<file path="config.mk">
export PLATFORM = sky130hd
export DESIGN_NAME = pong_game_ctrl_flat
export DESIGN_NICKNAME = d
export VERILOG_FILES = /design/src/rtl/pong_game_ctrl_if.sv /design/src/rtl/pong_game_ctrl.sv /design/src/flat_wrapper.sv
export SDC_FILE = /design/constraint.sdc
export NUM_CORES = 1
export LEC_CHECK = 0
export BUFFER_PORTS_ARGS = -buffer_cell sky130_fd_sc_hd__buf_2
export CORE_MARGIN = 4
export CORE_UTILIZATION = 54
export CTS_CLUSTER_SIZE = 25
export DETAILED_ROUTE_END_ITERATION = 8
export GPL_TIMING_DRIVEN = 1
export PLACE_DENSITY = 0.87
export SETUP_SLACK_MARGIN = 0.5
export SLEW_MARGIN = 20
export SYNTH_ARGS = -nofsm -noshare
export SYNTH_HDL_FRONTEND = slang
export SYNTH_SLANG_ARGS = --single-unit
</file>
<file path="constraint.sdc">
create_clock -name clk -period 2.55 [get_ports clk]
set_input_delay 0.51 -clock clk [delete_from_list [all_inputs] [get_ports clk]]
set_output_delay 0.51 -clock clk [all_outputs]
set_load 0.01 [all_outputs]
</file>
<file path="src/rtl/pong_game_ctrl_if.sv">
// Signal bundle between the Pong game sequencer and its surroundings:
// button and frame inputs toward the sequencer, and status and enables back out.
interface pong_game_ctrl_if;
    logic       frame_tick;
    logic       start;
    logic       pause;
    logic       miss_l;
    logic       miss_r;
    logic [2:0] state;
    logic       paddle_en;
    logic       ball_en;
    logic       ball_hold;
    logic       serve_dir;
    logic [3:0] score_l;
    logic [3:0] score_r;
    logic [1:0] winner;
    logic       game_over;

    // Environment side: drives buttons/frame pulses, observes sequencer status.
    modport master (
        output frame_tick, start, pause, miss_l, miss_r,
        input  state, paddle_en, ball_en, ball_hold, serve_dir,
        input  score_l, score_r, winner, game_over
    );

    // Sequencer side.
    modport slave (
        input  frame_tick, start, pause, miss_l, miss_r,
        output state, paddle_en, ball_en, ball_hold, serve_dir,
        output score_l, score_r, winner, game_over
    );
endinterface

</file>
<file path="src/rtl/pong_game_ctrl.sv">
// Pong match sequencer: owns the game FSM, scores and frame-counted pauses,
// and gates the paddle/ball datapaths through Moore enable/hold outputs.
module pong_game_ctrl #(
    parameter int unsigned SERVE_FRAMES = 60,
    parameter int unsigned POINT_FRAMES = 30,
    parameter int unsigned WIN_SCORE    = 7
) (
    input  logic             clk,
    input  logic             reset,
    pong_game_ctrl_if.slave  bus
);

    typedef enum logic [2:0] {
        IDLE  = 3'd0,
        SERVE = 3'd1,
        PLAY  = 3'd2,
        POINT = 3'd3,
        PAUSE = 3'd4,
        OVER  = 3'd5
    } state_t;

    localparam logic [7:0] SERVE_LAST = 8'(SERVE_FRAMES - 1);
    localparam logic [7:0] POINT_LAST = 8'(POINT_FRAMES - 1);
    localparam logic [3:0] WIN        = 4'(WIN_SCORE);

    state_t     state_q, state_n;
    logic       start_q, pause_q;
    logic       start_ev, pause_ev;
    logic [7:0] fcnt_q, fcnt_n;
    logic [3:0] score_l_q, score_l_n;
    logic [3:0] score_r_q, score_r_n;
    logic [1:0] winner_q, winner_n;
    logic       serve_dir_q, serve_dir_n;

    function automatic logic [3:0] sat_inc(input logic [3:0] v);
        return (v == 4'hF) ? v : v + 4'd1;
    endfunction

    // Button history resets high so a button held through reset is not an event.
    assign start_ev = bus.start & ~start_q;
    assign pause_ev = bus.pause & ~pause_q;

    always_ff @(posedge clk) begin
        if (!reset) begin
            state_q     <= IDLE;
            start_q     <= 1'b1;
            pause_q     <= 1'b1;
            fcnt_q      <= '0;
            score_l_q   <= '0;
            score_r_q   <= '0;
            winner_q    <= '0;
            serve_dir_q <= 1'b0;
        end else begin
            state_q     <= state_n;
            start_q     <= bus.start;
            pause_q     <= bus.pause;
            fcnt_q      <= fcnt_n;
            score_l_q   <= score_l_n;
            score_r_q   <= score_r_n;
            winner_q    <= winner_n;
            serve_dir_q <= serve_dir_n;
        end
    end

    always_comb begin
        state_n     = state_q;
        score_l_n   = score_l_q;
        score_r_n   = score_r_q;
        winner_n    = winner_q;
        serve_dir_n = serve_dir_q;

        case (state_q)
            IDLE, OVER: begin
                if (start_ev) begin
                    state_n     = SERVE;
                    score_l_n   = '0;
                    score_r_n   = '0;
                    winner_n    = '0;
                    serve_dir_n = 1'b0;
                end
            end
            SERVE: begin
                if (bus.frame_tick && (fcnt_q == SERVE_LAST)) begin
                    state_n = PLAY;
                end
            end
            PLAY: begin
                // A miss outranks a pause event on the same cycle.
                if (bus.miss_l || bus.miss_r) begin
                    state_n = POINT;
                    if (bus.miss_l && !bus.miss_r) begin
                        score_r_n   = sat_inc(score_r_q);
                        serve_dir_n = 1'b0;
                    end else if (bus.miss_r && !bus.miss_l) begin
                        score_l_n   = sat_inc(score_l_q);
                        serve_dir_n = 1'b1;
                    end
                end else if (pause_ev) begin
                    state_n = PAUSE;
                end
            end
            PAUSE: begin
                if (pause_ev) begin
                    state_n = PLAY;
                end
            end
            POINT: begin
                if (bus.frame_tick && (fcnt_q == POINT_LAST)) begin
                    if (score_l_q == WIN) begin
                        winner_n = 2'b01;
                        state_n  = OVER;
                    end else if (score_r_q == WIN) begin
                        winner_n = 2'b10;
                        state_n  = OVER;
                    end else begin
                        state_n = SERVE;
                    end
                end
            end
            default: state_n = IDLE;
        endcase
    end

    // Any state change, including recovery from an illegal code, restarts the frame count.
    always_comb begin
        fcnt_n = fcnt_q;
        if (state_n != state_q) begin
            fcnt_n = '0;
        end else if (bus.frame_tick && ((state_q == SERVE) || (state_q == POINT))) begin
            fcnt_n = fcnt_q + 8'd1;
        end
    end

    always_comb begin
        bus.paddle_en = 1'b0;
        bus.ball_en   = 1'b0;
        bus.ball_hold = 1'b0;
        bus.game_over = 1'b0;
        case (state_q)
            IDLE:  bus.ball_hold = 1'b1;
            SERVE: begin
                bus.paddle_en = 1'b1;
                bus.ball_hold = 1'b1;
            end
            PLAY: begin
                bus.paddle_en = 1'b1;
                bus.ball_en   = 1'b1;
            end
            POINT: bus.ball_hold = 1'b1;
            OVER: begin
                bus.ball_hold = 1'b1;
                bus.game_over = 1'b1;
            end
            default: ;
        endcase
    end

    assign bus.state     = state_q;
    assign bus.score_l   = score_l_q;
    assign bus.score_r   = score_r_q;
    assign bus.winner    = winner_q;
    assign bus.serve_dir = serve_dir_q;

endmodule

</file>
<file path="src/flat_wrapper.sv">
// flat-port wrapper written by rule: the top's interface ports become plain ports
module pong_game_ctrl_flat 
#(
    parameter int unsigned SERVE_FRAMES = 60,
    parameter int unsigned POINT_FRAMES = 30,
    parameter int unsigned WIN_SCORE    = 7
)
  (clk, reset, bus_frame_tick, bus_start, bus_pause, bus_miss_l, bus_miss_r, bus_state, bus_paddle_en, bus_ball_en, bus_ball_hold, bus_serve_dir, bus_score_l, bus_score_r, bus_winner, bus_game_over);
  pong_game_ctrl_if bus_i ();
  input  logic clk;
  input  logic reset;
  input wire logic [$bits(bus_i.frame_tick)-1:0] bus_frame_tick;
  input wire logic [$bits(bus_i.start)-1:0] bus_start;
  input wire logic [$bits(bus_i.pause)-1:0] bus_pause;
  input wire logic [$bits(bus_i.miss_l)-1:0] bus_miss_l;
  input wire logic [$bits(bus_i.miss_r)-1:0] bus_miss_r;
  output wire logic [$bits(bus_i.state)-1:0] bus_state;
  output wire logic [$bits(bus_i.paddle_en)-1:0] bus_paddle_en;
  output wire logic [$bits(bus_i.ball_en)-1:0] bus_ball_en;
  output wire logic [$bits(bus_i.ball_hold)-1:0] bus_ball_hold;
  output wire logic [$bits(bus_i.serve_dir)-1:0] bus_serve_dir;
  output wire logic [$bits(bus_i.score_l)-1:0] bus_score_l;
  output wire logic [$bits(bus_i.score_r)-1:0] bus_score_r;
  output wire logic [$bits(bus_i.winner)-1:0] bus_winner;
  output wire logic [$bits(bus_i.game_over)-1:0] bus_game_over;
  assign bus_i.frame_tick = bus_frame_tick;
  assign bus_i.start = bus_start;
  assign bus_i.pause = bus_pause;
  assign bus_i.miss_l = bus_miss_l;
  assign bus_i.miss_r = bus_miss_r;
  assign bus_state = bus_i.state;
  assign bus_paddle_en = bus_i.paddle_en;
  assign bus_ball_en = bus_i.ball_en;
  assign bus_ball_hold = bus_i.ball_hold;
  assign bus_serve_dir = bus_i.serve_dir;
  assign bus_score_l = bus_i.score_l;
  assign bus_score_r = bus_i.score_r;
  assign bus_winner = bus_i.winner;
  assign bus_game_over = bus_i.game_over;
  pong_game_ctrl #(.SERVE_FRAMES(SERVE_FRAMES), .POINT_FRAMES(POINT_FRAMES), .WIN_SCORE(WIN_SCORE)) u_core (.clk(clk), .reset(reset), .bus(bus_i));
endmodule
</file>
==> results.cfg, run 1 <==
[timing]
finalSetupViolations = 0
rsz0062_at_grt = yes
worst_pin_slew_ps = 435
skew_ps = 1.17
slew_headroom_pct = 70.2
hold_viol_final = 0
drv_slew = 0
min_period_over_period_pct = 77.3
fin_setup_tns_ps = 0
fin_crit_ps = 1970
fmax_mhz = 508

[drt]
avgRoutedWirePerCell_um = 15.1
first_pass_iters = 4
drc = 0
via_per_inst = 6.08
drt_iter0_drc = 82
wl_um = 3160
num_vias = 1270
final_antenna_net_count = 0

[floorplan]
die_h_um = 58.5
die_w_um = 58.5
std_cell_rows = 18
ios = 25
die_area_mm2 = 0.00342
core_area_mm2 = 0.00245
start_util_pct = 56.1

[critical_path]
max_stage_delay_ps = 430
end_kind = register
cp_max_fo = 5
crit_path_start_kind = register
cp_slowest_cell = a221o_2
path_buf_inv = 0
cp_top_family = compound AO/OA/AOI/OAI gates
cp.required_ps = 2800
crit_chain = ha_1, and3b_4, o2111ai_4, o211ai_2, a221o_2, a311oi_2
crit_type = reg2reg
cp.arrival_ps = 2220

[yosys]
synthArstFlopShare_pct = 0
ys_ff_latch = 24
syn_inst = 153
synth_enable_flop_cells = 0
synthFlopType = dfxtp_1
syn_nets = 164
synth_area_mm2 = 0.00138
yosysWarnings = 0
ys_seq_area_share_pct = 34.9
synthDistinctLibCells = 51
syn_avg_cell_area_um2 = 9.00

[clocking]
clk_pin_slew_ps = 140
cts_num_sinks = 24
clock_latency_ps = 320
clockBufferDepth = 2
cts_root_buf = clkbuf_4
cts_buffers = 3
cts_tree = done
ctsHtreeMaxLevel = 1

[grt]
antenna_found_initial = 0
grt_overflow_total = 0
gr-usage-met1_pct = 24.1
grt.total_usage_pct = 19.4
use_met3_pct = 3.73
grt_pass1_vias = 1188
grt.busiest_layer = met2
grt_util_met2_pct = 30.9
grt_max_degree = 18
grt_pass1_wl_um = 5180

[cells_and_area]
layout-drive-gt1-share_pct = 26.8
fin_cells = 209
fill_cells = 208
nets = 191
final_cell_mix = buf_2, dfxtp_1, nor2_1
mostFrequentLayoutCell = buf_2
syn_to_final_growth_pct = 15.1
antenna_cells = 0

[power]
peakVddDrop_uv = 252
p_leak_nw = 0.648
p_per_area_mw_per_mm2 = 459

[place]
numPlacedInstances = 203
port_buffers = 24
hpwl_um = 2360
finalWeightedCongestion = 0.920

[hold_path]
hp-class = in2reg

[flow_run]
drv_cap = 0

[status]
status = finished clean
-- cell usage after synthesis, types with 2 or more instances --
master	instances	area (µm²)
a2111oi_0	2	17.5
a21oi_1	9	45.0
and2_1	3	18.8
and3_1	4	25.0
and3b_4	2	25.0
and4b_1	2	20.0
buf_2	2	10.0
dfxtp_1	24	480
ha_1	4	50.1
inv_1	4	15.0
nand2_1	9	33.8
nand2b_1	5	31.3
nand3_1	7	35.0
nand4_1	5	31.3
nor2_1	20	75.1
nor2b_1	4	25.0
o211ai_1	2	15.0
o21ai_0	2	10.0
xnor2_1	5	43.8
xor2_1	7	61.3
-- routing by layer --
layer | vias up | part of all wire, %
met4 | 0 | 0.48
met1 | 608 | 42
met3 | 4 | 6.1
met2 | 51 | 52
met5 | - | 0
li1 | 607 | -
-- metrics by stage --
stage	hold slack [ps]	setup WS [ps]	utilization [%]	total power, mW	instance area (µm²)
after detailed placement	482	451	61.4	0.449	1510
final	390	580	64.6	0.727	1590
after CTS	384	523	63.6	0.727	1560
after global placement	464	487	61.4	0.446	1510
after floorplan	486	671	-	0.429	1380
after global routing	373	492	64.6	0.761	1590
-- worst reg2reg max path: cells and delay by family (launching register included) --
| kind | cells | cell delay, ps |
|---|---|---|
| AO/OA/AOI/OAI | 4 | 1070 |
| adder cells (fa/ha/maj) | 1 | 240 |
| AND/OR/NAND/NOR | 1 | 220 |
| flip-flops | 1 | 370 |
-- report_power, final --
part / internal [mW] / switching (mW)
Sequential: 0.380 / 0.00752
Clock: 0.159 / 0.123
Combinational: 0.0240 / 0.0334
-- cell type report --
| type | count | area [µm²] | share of cell area, % |
|---|---|---|---|
| multi-input cells | 121 | 862 | 54.4 |
| flip-flops and latches | 24 | 483 | 30.5 |
| repair buffers | 26 | 135 | 8.52 |
| well taps | 30 | 37.5 | 2.37 |
| clock inverters | 1 | 30.0 | 1.89 |
| clock buffers | 3 | 22.5 | 1.42 |
| inverters | 4 | 15.0 | 0.947 |
-- state kept, by name, summed over array words and instances, names as in the netlist --
signal	count
u_core.fcnt_q	8
u_core.bus.score_l	4
u_core.bus.score_r	4
u_core.bus.state	3
u_core.bus.winner	2
u_core.bus.serve_dir	1
u_core.pause_q	1
u_core.start_q	1
-- kinds of logic after synthesis --
logic type,share of synthesized area (%)
buf+inv,3.18
xor+xnor,7.63
compound gates,16.6
mux,1.82
simple gates,32.2
fa+ha+maj,3.63
flops,34.9
-- worst paths after layout --
path,from,endpoint,slack [ps],depth (start not counted)
hold / removal,bus_start,u_core.start_q$_SDFF_PN1_,390,2
setup reg to reg,u_core.bus.score_l[0]$_SDFFE_PN0P_,u_core.fcnt_q[1]$_SDFFE_PP0P_,580,6
setup / recovery,u_core.bus.score_l[0]$_SDFFE_PN0P_,u_core.fcnt_q[1]$_SDFFE_PP0P_,580,6
hold reg to reg,u_core.bus.winner[0]$_SDFFE_PN0P_,u_core.bus.winner[0]$_SDFFE_PN0P_,500,2
-- what timing repair did --
item | 4_1_cts | 5_1_grt
setup endpoints to repair | 1 | 7
gates resized for setup | 1 | 4
pin swaps | 0 | 1
setup buffers | 0 | 2
endpoints found under the hold margin | 0 | 0
hold buffers | 0 | 0
Power figures use the tool's default switching activity.
==> inputs of run 2 (changes only) <==
- CORE_UTILIZATION: 54 -> 49
- PLACE_DENSITY: 0.87 -> 0.83
- clock period: 2.55 -> 1.8 ns (I/O delays scaled with it)
==> run 2 against run 1 <==
Against the previous run:
- the flow now finishes with violations (setup timing)
- critical endpoint is now u_core.fcnt_q[6]$_SDFFE_PP0P_
- cell count up 14%
- sequential share of layout area down 5.4 points
- first-iteration DRC count up 100%
- die area up 8.8%
- maximum frequency up 8.0%
- largest power group unchanged
- critical path depth up 1
- combinational power up 140%
- via count up 13%
- clock skew up 16 ps
- total power up 51%
- routed wire length up 41%
- sequential power up 39%
==> results.cfg, run 2 (synthesized netlist as in run 1, its figures left out) <==
[cells_and_area]
fin_area_mm2 = 0.00204
largest_register_ffs = 8
regMostFlops = u_core.fcnt_q
nets = 221
syn_to_final_growth_pct = 48.3
final_util_pct = 79.6
final_cell_mix = buf_2, buf_4, nor2_1
fin_cells = 239
mostFrequentLayoutCell = buf_2
antenna_cells = 0
layout-drive-gt1-share_pct = 52.6

[floorplan]
ios = 25
die_h_um = 61.0
die_w_um = 61.0
core_area_mm2 = 0.00257
start_util_pct = 53.7
std_cell_rows = 18
die_area_mm2 = 0.00372

[timing]
min_period_over_period_pct = 101
fin_crit_ps = 1820
fin_setup_tns_ps = -100
hold_viol_final = 0
skew_ps = 16.7
fmax_mhz = 548
finalSetupViolations = 8
slew_headroom_pct = 64.0
whs_ps = 252
worst_pin_slew_ps = 533
rsz0062_at_grt = yes
drv_slew = 0
worst_slack_ps = -24.5

[place]
numPlacedInstances = 216
hpwl_um = 2590
finalWeightedCongestion = 0.889
port_buffers = 24
dp_slack_ps = -36.3
placed_cell_area_mm2 = 0.00168

[drt]
drc = 0
via_per_inst = 6.01
wl_um = 4450
num_vias = 1436
avgRoutedWirePerCell_um = 18.6
final_antenna_net_count = 0
drt_iter0_drc = 164
first_pass_iters = 4

[grt]
grt_pass1_vias = 1312
grt_max_degree = 15
antenna_found_initial = 0
grt.total_usage_pct = 22.0
grt_pass1_wl_um = 6020
grt_overflow_total = 0

[clocking]
cts_tree = done
ctsHtreeMaxLevel = 1
cts_num_sinks = 24
clock_latency_ps = 350
cts_hold_buf = 0
cts_buffers = 3
cts_root_buf = clkbuf_4
clockBufferDepth = 2
clk_pin_slew_ps = 160

[status]
violations = setup timing
status = finished with violations

[power]
p_leak_nw = 0.827
p_per_area_mw_per_mm2 = 536
power.total_mw = 1.10
peakVddDrop_uv = 610

[critical_path]
crit_type = reg2reg
crit_path_start_kind = register
cp.required_ps = 2040
end_kind = register
critPathLaunch = u_core.fcnt_q[1]$_SDFFE_PP0P_
cp.arrival_ps = 2060
cp_max_fo = 8
r2r_start = u_core.fcnt_q[1]$_SDFFE_PP0P_

[flow_run]
drv_cap = 0

[hold_path]
hp-start = bus_start
hp-class = in2reg
==> run 2: cell count changes in the layout (fill, tap and decap cells not counted), sizes merged <==
cell,change
buf,+30
==> run 2: final timing paths <==
path	endpoint	slack [ps]	cells past startpoint
worst max-delay path	u_core.fcnt_q[6]$_SDFFE_PP0P_	-20	7
worst max register to register	u_core.fcnt_q[6]$_SDFFE_PP0P_	-20	7
worst min-delay path	u_core.start_q$_SDFF_PN1_	250	2
worst min register to register	u_core.bus.winner[0]$_SDFFE_PN0P_	510	2
==> run 2: area by class of cell <==
class	instances	area, µm²
fillers	146	524
repair buffers	56	424
multi-input cells	121	1000
flip-flops and latches	24	513
inverters	4	15.0
clock inverters	1	30.0
clock buffers	3	22.5
well taps	30	37.5
==> run 2: what timing repair did <==
item                                    4_1_cts  5_1_grt
pin swaps                                     7       13
cloned                                        0        0
resized for setup                            25       27
hold endpoints to repair                      0        0
buffers inserted                             10        9
endpoints found under the setup margin       28       34
==> run 2: where the power goes <==
group          internal [mW]  switching [mW]  total [mW]
registers              0.531         0.00950       0.541
clock network          0.226           0.195       0.420
logic                 0.0648          0.0701       0.135
==> run 2: critical path, stage by stage (launching register included) <==
cell,delay [ps]
dfxtp_2,360
inv_2,60
ha_4,110
and4bb_2,290
nand2_1,70
a222oi_1,420
a221o_2,340
nor2_1,80
==> run 2: per-layer routing <==
metal	GRT usage, %	share of wire [%]
met5	0	0
met4	8.98	1.7
met3	4.40	5.5
met2	38.2	50
met1	26.3	42
